`config.mk`:
```
export PLATFORM = sky130hd
export DESIGN_NAME = datapath_player
export DESIGN_NICKNAME = d
export VERILOG_FILES = /design/src/rtl/datapath_player.sv
export SDC_FILE = /design/constraint.sdc
export NUM_CORES = 1
export LEC_CHECK = 0
export ABC_CLOCK_PERIOD_IN_PS = 2630
export CAP_MARGIN = 20
export CELL_PAD_IN_SITES_DETAIL_PLACEMENT = 0
export CELL_PAD_IN_SITES_GLOBAL_PLACEMENT = 2
export CORE_AREA = 2 2 73 75
export DETAILED_ROUTE_END_ITERATION = 7
export DIE_AREA = 0 0 75 77
export DONT_BUFFER_PORTS = 1
export PLACE_DENSITY_LB_ADDON = 0.1
export RECOVER_POWER = 50
export SKIP_CTS_REPAIR_TIMING = 1
export SYNTH_ARGS = -nofsm -noshare
export SYNTH_HDL_FRONTEND = slang
export SYNTH_SLANG_ARGS = --single-unit
```
`constraint.sdc`:
```
create_clock -name clk -period 2.63 [get_ports clk]
set_input_delay 0.263 -clock clk [delete_from_list [all_inputs] [get_ports clk]]
set_output_delay 0.263 -clock clk [all_outputs]
set_load 0.02 [all_outputs]
```
`src/rtl/datapath_player.sv`:
```
// Player-ship datapath: owns the ship row, applies move strobes, and turns sprite pixel
// offsets into registered VGA writes. Define PLAYER_WRAP_EN to make moves wrap at the edges.
module datapath_player #(
  parameter logic [7:0] X_POS  = 8'd4,
  parameter logic [6:0] Y_INIT = 7'd58,
  parameter logic [6:0] Y_MIN  = 7'd0,
  parameter logic [6:0] Y_MAX  = 7'd117,
  parameter logic [6:0] STEP   = 7'd1
) (
  input  logic       clk,
  input  logic       reset_n,
  input  logic       y_pos_mod,
  input  logic       y_neg_mod,
  input  logic       add_x,
  input  logic [1:0] add_y,
  input  logic [2:0] colour_in,
  input  logic       write_en,
  input  logic       continue_draw,
  output logic [7:0] x_out,
  output logic [6:0] y_out,
  output logic [2:0] colour_out,
  output logic       plot,
  output logic [6:0] ship_y,
  output logic       at_top,
  output logic       at_bottom,
  output logic       frame_done
);

`ifdef PLAYER_WRAP_EN
  localparam bit WRAP_EN = 1'b1;
`else
  localparam bit WRAP_EN = 1'b0;
`endif

  localparam logic [2:0] PIX_FULL = 3'd6;

  logic [6:0] ship_y_reg, y_next;
  logic [7:0] x_out_reg, x_next;
  logic [6:0] y_out_reg, y_out_next;
  logic [2:0] colour_reg;
  logic       plot_reg, plot_next;
  logic [2:0] pix_cnt_reg, pix_cnt_next;
  logic       frame_done_reg, frame_done_next;
  logic [7:0] y_down_wide;
  logic       move;

  // Idle/ending indication carries no datapath action; the counter simply holds.
  logic unused_continue_draw;
  assign unused_continue_draw = continue_draw;

  assign move        = y_pos_mod | y_neg_mod;
  assign y_down_wide = {1'b0, ship_y_reg} + {1'b0, STEP};

  always_comb begin
    y_next = ship_y_reg;
    if (y_pos_mod && !y_neg_mod) begin
      // Compare before subtracting so the 7-bit row never underflows.
      if ({1'b0, ship_y_reg} < ({1'b0, Y_MIN} + {1'b0, STEP}))
        y_next = WRAP_EN ? Y_MAX : Y_MIN;
      else
        y_next = ship_y_reg - STEP;
    end else if (y_neg_mod && !y_pos_mod) begin
      if (y_down_wide > {1'b0, Y_MAX})
        y_next = WRAP_EN ? Y_MIN : Y_MAX;
      else
        y_next = y_down_wide[6:0];
    end
  end

  always_comb begin
    x_next     = X_POS + {7'd0, add_x};
    y_out_next = y_next + {5'd0, add_y};
    plot_next  = write_en && (add_y != 2'd3);
  end

  always_comb begin
    pix_cnt_next    = pix_cnt_reg;
    frame_done_next = 1'b0;
    if (move) begin
      pix_cnt_next = write_en ? 3'd1 : 3'd0;
    end else if (write_en) begin
      if (pix_cnt_reg >= PIX_FULL) begin
        pix_cnt_next = PIX_FULL;
      end else begin
        pix_cnt_next    = pix_cnt_reg + 3'd1;
        frame_done_next = (pix_cnt_reg == 3'd5);
      end
    end
  end

  always_ff @(posedge clk or negedge reset_n) begin
    if (!reset_n) begin
      ship_y_reg     <= Y_INIT;
      x_out_reg      <= 8'd0;
      y_out_reg      <= 7'd0;
      colour_reg     <= 3'd0;
      plot_reg       <= 1'b0;
      pix_cnt_reg    <= 3'd0;
      frame_done_reg <= 1'b0;
    end else begin
      ship_y_reg     <= y_next;
      x_out_reg      <= x_next;
      y_out_reg      <= y_out_next;
      colour_reg     <= colour_in;
      plot_reg       <= plot_next;
      pix_cnt_reg    <= pix_cnt_next;
      frame_done_reg <= frame_done_next;
    end
  end

  assign ship_y     = ship_y_reg;
  assign at_top     = (ship_y_reg == Y_MIN);
  assign at_bottom  = (ship_y_reg == Y_MAX);
  assign x_out      = x_out_reg;
  assign y_out      = y_out_reg;
  assign colour_out = colour_reg;
  assign plot       = plot_reg;
  assign frame_done = frame_done_reg;

endmodule

```
==> results by group, run 1 <==
Run status
  – Outcome: finished, violations left
  – Failing checks: setup timing

STA
  – Worst Max-Slew Pin Slew: 1.25 ns
  – Clock Skews: 0.00133 ns
  – Final worst path period need: 2.78 ns
  – # setup viols final: 5
  – RSZ-0062 raised after global routing: true
  – Fin. Hold Viols: 0
  – Fin. max-slew vios: 0
  – Fin crit share: 1.06
  – Relative slew slack: 0.166
  – Final worst setup slack: -0.145 ns
  – Maximum clock frequency: 360 MHz

Worst hold path
  – Hold Path End: pix_cnt_reg[2]
  – Min-delay worst type: in -> reg
  – Hold Path Depth: 1
  – Min-delay src: y_pos_mod

Worst setup path
  – Crit path top cell by count: and3_4
  – Worst Setup End Kind: flip-flop
  – Crit-path max cell delay: 0.61 ns
  – CP max FO: 6
  – Reg2reg path depth: 11
  – Worst endpoint required time: 2.76 ns
  – Worst R2R End: y_out[4]
  – Startpoint Class: flip-flop
  – Crit path arrival time: 2.91 ns
  – Flop-to-flop setup slack: -0.15 ns
  – CP delay by family, top: flip-flops
  – Reg-to-reg startpoint: ship_y[1]
  – Critical-path cell list: ha_4 -> and3_4 -> mux2_4 -> o21bai_4 -> and3_4 -> a22oi_2 -> nor2_4 -> fa_2 -> buf_4 -> o2111ai_2 -> xnor2_1
  – CP max stage cell: dfstp_2
  – Setup CP Type: reg -> reg
  – CP Buf/Inv Count: 1

Routing
  – DR DRC count: 0
  – 1st-iter DRT viols: 40
  – Mean routed wirelength per cell: 15.8 um
  – Highest metal used: met4
  – Via total after detailed routing: 1,388
  – Met2 wire length: 2280 um
  – Total wire length: 4290 um
  – Met1 wire length: 1670 um
  – Metal3 WL: 200 um
  – Vias/cell: 5.10
  – Antenna viol nets, final: 0
  – 1st-pass router iterations: 4

Layout
  – Area delta synth->final: 25.4%
  – Footprint of the multi-input gates: 1000 um^2
  – # diodes: 0
  – Final nets: 226
  – Fin cells: 272
  – Filler instances: 494
  – FF+latch area: 607 um^2
  – Finished Core Util: 0.419
  – Share of cells above drive strength 1: 0.327

Power
  – Combinational power share: 0.491
  – Net Sw Frac: 0.425
  – Switching pwr: 0.000855 W
  – P_int: 0.00116 W
  – Peak supply drop: 0.000379 V
  – Total power: 0.00201 W
  – P_leak: 0.906 nW
  – Pwr Density: 965 nW/um^2
  – Flop pwr share: 0.349
  – Clock group share of total power: 0.160

Clock network
  – CTS tree: built
  – Clk Latency, worst-skew pair: 0.27 ns
  – Root buffer cell: clkbuf_8
  – Clk sinks: 24
  – Worst-path clk slew: 0.08 ns
  – CTS buffer count: 3
  – H-tree Lvls: 1
  – CTS Buffer Depth: 2

Yosys
  – Synth area leaders: dfrtp_1 (30%), ha_1 (7.5%), dfstp_2 (6.3%)
  – Mapped Area: 1660 um^2
  – Post-synth EDFFs: 0
  – Seq/Total Area, Yosys: 0.364
  – Unique masters post-synth: 55
  – Async S/R FF share, synth: 1.00
  – Synth Register Bits: 24
  – Most frequent cells after synthesis: dfrtp_1 (20), nand2_1 (17), nor2_1 (12)
  – Synthesis Warnings: 0
  – Mean Syn Cell Area: 9.78 um^2
  – Main synth FF type: dfrtp_1
  – Mapped Cells: 170
  – Synth area leader: dfrtp_1
  – Most numerous cell in the Yosys netlist: dfrtp_1
  – Area share of the largest cell type after synthesis: 0.301

Floorplanning
  – Initial Utilization: 0.334
  – Cell Rows: 26
  – Die X: 75 um
  – Full die area: 5780 um^2
  – Boundary Pins: 41
  – CORE AREA: 4980 um^2
  – Die H: 77 um

Global route
  – Initial antenna violation count: 0
  – Total track usage: 0.150
  – GRT Residual Overflow: 0
  – First-pass GRT wire length: 6630 um
  – Largest net degree at the start of global routing: 25
  – Vias in the first global route: 1,351

Place
  – Final Wtd Congestion: 0.838
  – DP HPWL: 3430 um
  – Placed cells: 257
  – Buffers on Ports: 0

Job
  – Max_cap viols: 0
[worst max path at each step]
stage / from / endpoint / slack [ns] / cells past startpoint
floorplan: ship_y[1] / y_out[6] / -0.09 / 11
global placement: ship_y[1] / y_out[6] / -0.13 / 13
detailed placement: ship_y[1] / y_out[6] / -0.20 / 12
CTS: ship_y[1] / y_out[6] / -0.23 / 12
global route: ship_y[1] / y_out[6] / -0.26 / 11
finish: ship_y[1] / y_out[4] / -0.15 / 11
[through the flow]
stage | worst slack [ns] | TNS, ns | instance area [um^2] | hold slack [ns]
after floorplan | -0.0852 | -0.102 | 1750 | -0.0326
after global placement | -0.134 | -0.451 | 1890 | -0.0321
after detailed placement | -0.198 | -0.695 | 1890 | -0.0322
after CTS | -0.226 | -0.846 | 1960 | -0.331
after global routing | -0.255 | -1.04 | 2090 | 0.0437
final | -0.145 | -0.518 | 2090 | 0.0531
[logic make-up after synthesis]
logic type	count (synthesis)	synth area share
AOI/OAI and AO/OA	43	0.208
xor gates and xnor gates	8	0.0421
adders and majority gates	11	0.0873
buffers and inverters	23	0.101
DFF	24	0.364
muxes	1	0.00677
other	2	0.00452
and+or+nand+nor	58	0.186
[area by class of cell]
cell class                      count  area share
Sequential cell                    24       0.291
Timing Repair Buffer               36       0.134
Tap cell                           70      0.0420
Inverter                           10      0.0180
Clock inverter                      1      0.0144
Multi-Input combinational cell    128       0.481
Clock buffer                        3      0.0198
[routing by layer]
layer / vias up / track usage
met1: 690 / 0.173
met5: - / 0
met2: 35 / 0.253
met3: 13 / 0.0342
li1: 650 / -
met4: 0 / 0.0732
[layout by cell type, fill, tap and decap left out, types with 2 or more instances in the layout]
master         count
nand4_1            2
nand2b_1           3
inv_1              9
dfrtp_1           19
dfstp_2            4
ha_2               2
nor3_1             6
nand3_1            4
xnor2_1            6
o211ai_1           2
o211a_1            2
ha_4               2
o21a_1             3
clkbuf_8           3
buf_4             30
and3_4             2
nor2_1            10
nand2_1           16
a21oi_1            4
o21ai_0           11
o21bai_4           2
dlygate4sd3_1      5
a211oi_1           3
conb_1             7
ha_1               6
[power by group through the flow]
stage | combinational [W] | sequential (W) | clock [W]
after global routing | 0.00107 | 0.000717 | 0.000355
after global placement | 0.000908 | 0.000706 | 0
after detailed placement | 0.000915 | 0.000705 | 0
after CTS | 0.000922 | 0.000700 | 0.000334
final | 0.000988 | 0.000702 | 0.000322
after floorplan | 0.000653 | 0.000697 | 0
(Power assumes the default switching activity.)
==> run 2, diff against run 1 <==
GPL_ROUTABILITY_DRIVEN = 0   (was not set)
==> results of run 2 <==
Same layout as run 1: the final DEF is identical, and so are final timing and power.
==> run 3, diff against run 2 <==
CORE_AREA = 10 10 81 83   (was 2 2 73 75)
DIE_AREA = 0 0 91 93   (was 0 0 75 77)
==> run 3 against run 2 <==
The flow still finishes with violations (setup timing). Design area decreased by 1.1%. Hold slack worse by 0.029 ns. Core utilization shrank 0.72 points. Combinational power is 1% higher. Routed wire length grew 4.9%. Register-to-register slack lost 0.06 ns. Via count shrank 4.3%. Largest cell class unchanged. Sequential share of layout area increased by 0.32 points. Highest routed layer unchanged. Total power hardly changed. Flip-flop and latch count unchanged.
==> results by group, run 3 (synthesis results as in run 1) <==
Worst setup path
  – Flop-to-flop setup slack: -0.21 ns (-0.06 ns)
  – Critical-path cell list: ha_4 -> xor2_2 -> nand2_2 -> o41ai_4 -> o21bai_4 -> and3_4 -> a22oi_2 -> nor2_4 -> fa_2 -> buf_4 -> o2111ai_2 -> xnor2_1
  – Worst endpoint required time: 2.75 ns (about the same)
  – Setup CP Type: reg -> reg
  – Worst R2R End: y_out[4]
  – Reg-to-reg startpoint: ship_y[1]
  – Reg2reg path depth: 12 (+1)
  – CP max stage cell: dfstp_2
  – Crit path arrival time: 2.96 ns (+0.05 ns)
  – Crit-path max cell delay: 0.59 ns (-0.02 ns)
  – CP max FO: 4 (-2)
  – Startpoint Class: flip-flop
  – Worst Setup End Kind: flip-flop

Place
  – Buffers on Ports: 0 (unchanged)
  – DP HPWL: 3710 um (+8.4%)
  – Dpl ws: -0.168 ns (+0.0295 ns)

Clock network
  – CTS Buffer Depth: 2 (unchanged)
  – CTS buffer count: 3 (unchanged)
  – Clk sinks: 24 (unchanged)
  – Clk Latency, worst-skew pair: 0.26 ns (about the same)
  – Root buffer cell: clkbuf_8
  – H-tree Lvls: 1 (unchanged)
  – Worst-path clk slew: 0.08 ns (about the same)
  – CTS tree: built

Floorplanning
  – Cell Rows: 26 (unchanged)
  – CORE AREA: 5010 um^2 (+0.65%)
  – Full die area: 8460 um^2 (+47%)
  – Die H: 93 um (+21%)
  – Die X: 91 um (+21%)
  – Boundary Pins: 41 (unchanged)
  – Initial Utilization: 0.332 (-0.00217)

Worst hold path
  – Min-delay src: add_x
  – Hold Path Depth: 0 (-1)
  – Hold Path End: x_out[0]
  – Min-delay worst type: in -> reg

Layout
  – Finished Core Util: 0.412 (-0.00722)
  – Most frequent cells in the layout: buf_4 (31), dfrtp_1 (19), nand2_1 (16), o21ai_0 (11), nor2_1 (10)
  – Share of cells above drive strength 1: 0.332 (+0.00493)
  – # diodes: 0 (unchanged)
  – Final nets: 223 (-1.3%)
  – Area delta synth->final: 24.1%
  – Most common cell after layout, fill and taps aside: buf_4

STA
  – Final worst path period need: 2.84 ns (+0.0630 ns)
  – Fin. Hold Viols: 0 (unchanged)
  – RSZ-0062 raised after global routing: true
  – Worst Max-Slew Pin Slew: 1.28 ns (+0.0248 ns)
  – Fin crit share: 1.08 (+0.0240)
  – Fin. max-slew vios: 0 (unchanged)
  – # setup viols final: 5 (unchanged)
  – Final worst setup slack: -0.208 ns (-0.0630 ns)
  – Maximum clock frequency: 352 MHz (-2.2%)
  – Clock Skews: 0.00290 ns (+0.00157 ns)
  – Relative slew slack: 0.149 (-0.0165)

Power
  – Peak supply drop: 0.000426 V (+13%)
  – Pwr Density: 974 nW/um^2 (+1.0%)
  – P_leak: 0.895 nW (-1.2%)

Job
  – Max_cap viols: 0 (unchanged)

Run status
  – Outcome: finished, violations left
  – Failing checks: setup timing

Global route
  – Initial antenna violation count: 0 (unchanged)
  – Total track usage: 0.105 (-0.0451)
  – First-pass GRT wire length: 7290 um (+10%)
  – GRT Residual Overflow: 0 (unchanged)
  – Vias in the first global route: 1,335 (-1.2%)
  – Largest net degree at the start of global routing: 25 (unchanged)

Routing
  – 1st-pass router iterations: 4 (unchanged)
  – 1st-iter DRT viols: 50 (+25%)
  – Via total after detailed routing: 1,329 (-4.3%)
  – Antenna viol nets, final: 0 (unchanged)
  – Total wire length: 4500 um (+4.9%)
  – Mean routed wirelength per cell: 16.7 um (+6.1%)
  – DR DRC count: 0 (unchanged)
  – Vias/cell: 4.94 (-3.2%)
run 3: changes by cell type in the layout (fill, tap and decap cells not counted):
| cell | delta |
|---|---|
| ha_2 | -1 |
| o22ai_4 | +1 |
| buf_4 | +1 |
| dlygate4sd3_1 | -4 |
| ha_1 | +1 |
| nor2_4 | +1 |
| o22ai_2 | -1 |
| nor2_2 | -1 |
run 3: worst max path at each step:
stage                          from  endpoint  slack (ns)  cells after the start
after CTS                 ship_y[1]  y_out[6]       -0.20                     12
after floorplan           ship_y[1]  y_out[6]       -0.09                     11
after detailed placement  ship_y[1]  y_out[6]       -0.17                     12
after global routing      ship_y[1]  y_out[4]       -0.31                     12
final                     ship_y[1]  y_out[4]       -0.21                     12
after global placement    ship_y[1]  y_out[6]       -0.12                     11
run 3: cell type report:
type | count | area, um^2
inverters | 10 | 37.5
clock buffers | 3 | 41.3
flip-flops and latches | 24 | 607
fillers | 516 | 2950
clock inverters | 1 | 30.0
well taps | 70 | 87.6
repair buffers | 33 | 246
multi-input cells | 128 | 1010
run 3: report_power, final:
part | internal (W) | switching (W) | total [W] | leakage [nW]
combinational | 0.000467 | 0.000531 | 0.000999 | 0.574
clock | 0.000203 | 0.000113 | 0.000316 | 0.0357
sequential | 0.000492 | 0.000203 | 0.000695 | 0.285
run 3: per-stage QoR:
stage          cells  power, W  cell area, um^2  setup TNS, ns  hold slack, ns
2_1_floorplan    175   0.00135             1750         -0.102         -0.0326
3_3_place_gp     260   0.00164             1910         -0.330         -0.0318
3_5_place_dp     260   0.00165             1910         -0.523         -0.0318
4_1_cts          264   0.00198             1980         -0.664          -0.325
5_1_grt          269   0.00216             2060          -1.39         0.00314
6_report         269   0.00201             2060         -0.791          0.0240
run 3: critical path: cells and delay by family, from the launching register on:
| kind | cells | cell delay [ns] |
|---|---|---|
| AND/OR/NAND/NOR | 3 | 0.33 |
| flip-flops | 1 | 0.59 |
| adder cells (fa/ha/maj) | 2 | 0.60 |
| buffers and inverters | 1 | 0.16 |
| XOR/XNOR | 2 | 0.27 |
| AO/OA/AOI/OAI | 4 | 0.73 |
run 3: per-layer routing:
metal  vias up  GRT usage  routed length [um]
li1        641          -                   -
met1       654      0.118                1790
met5         -          0                   0
met4         0    0.00783                  18
met3         4     0.0320                 234
met2        30      0.197                2460
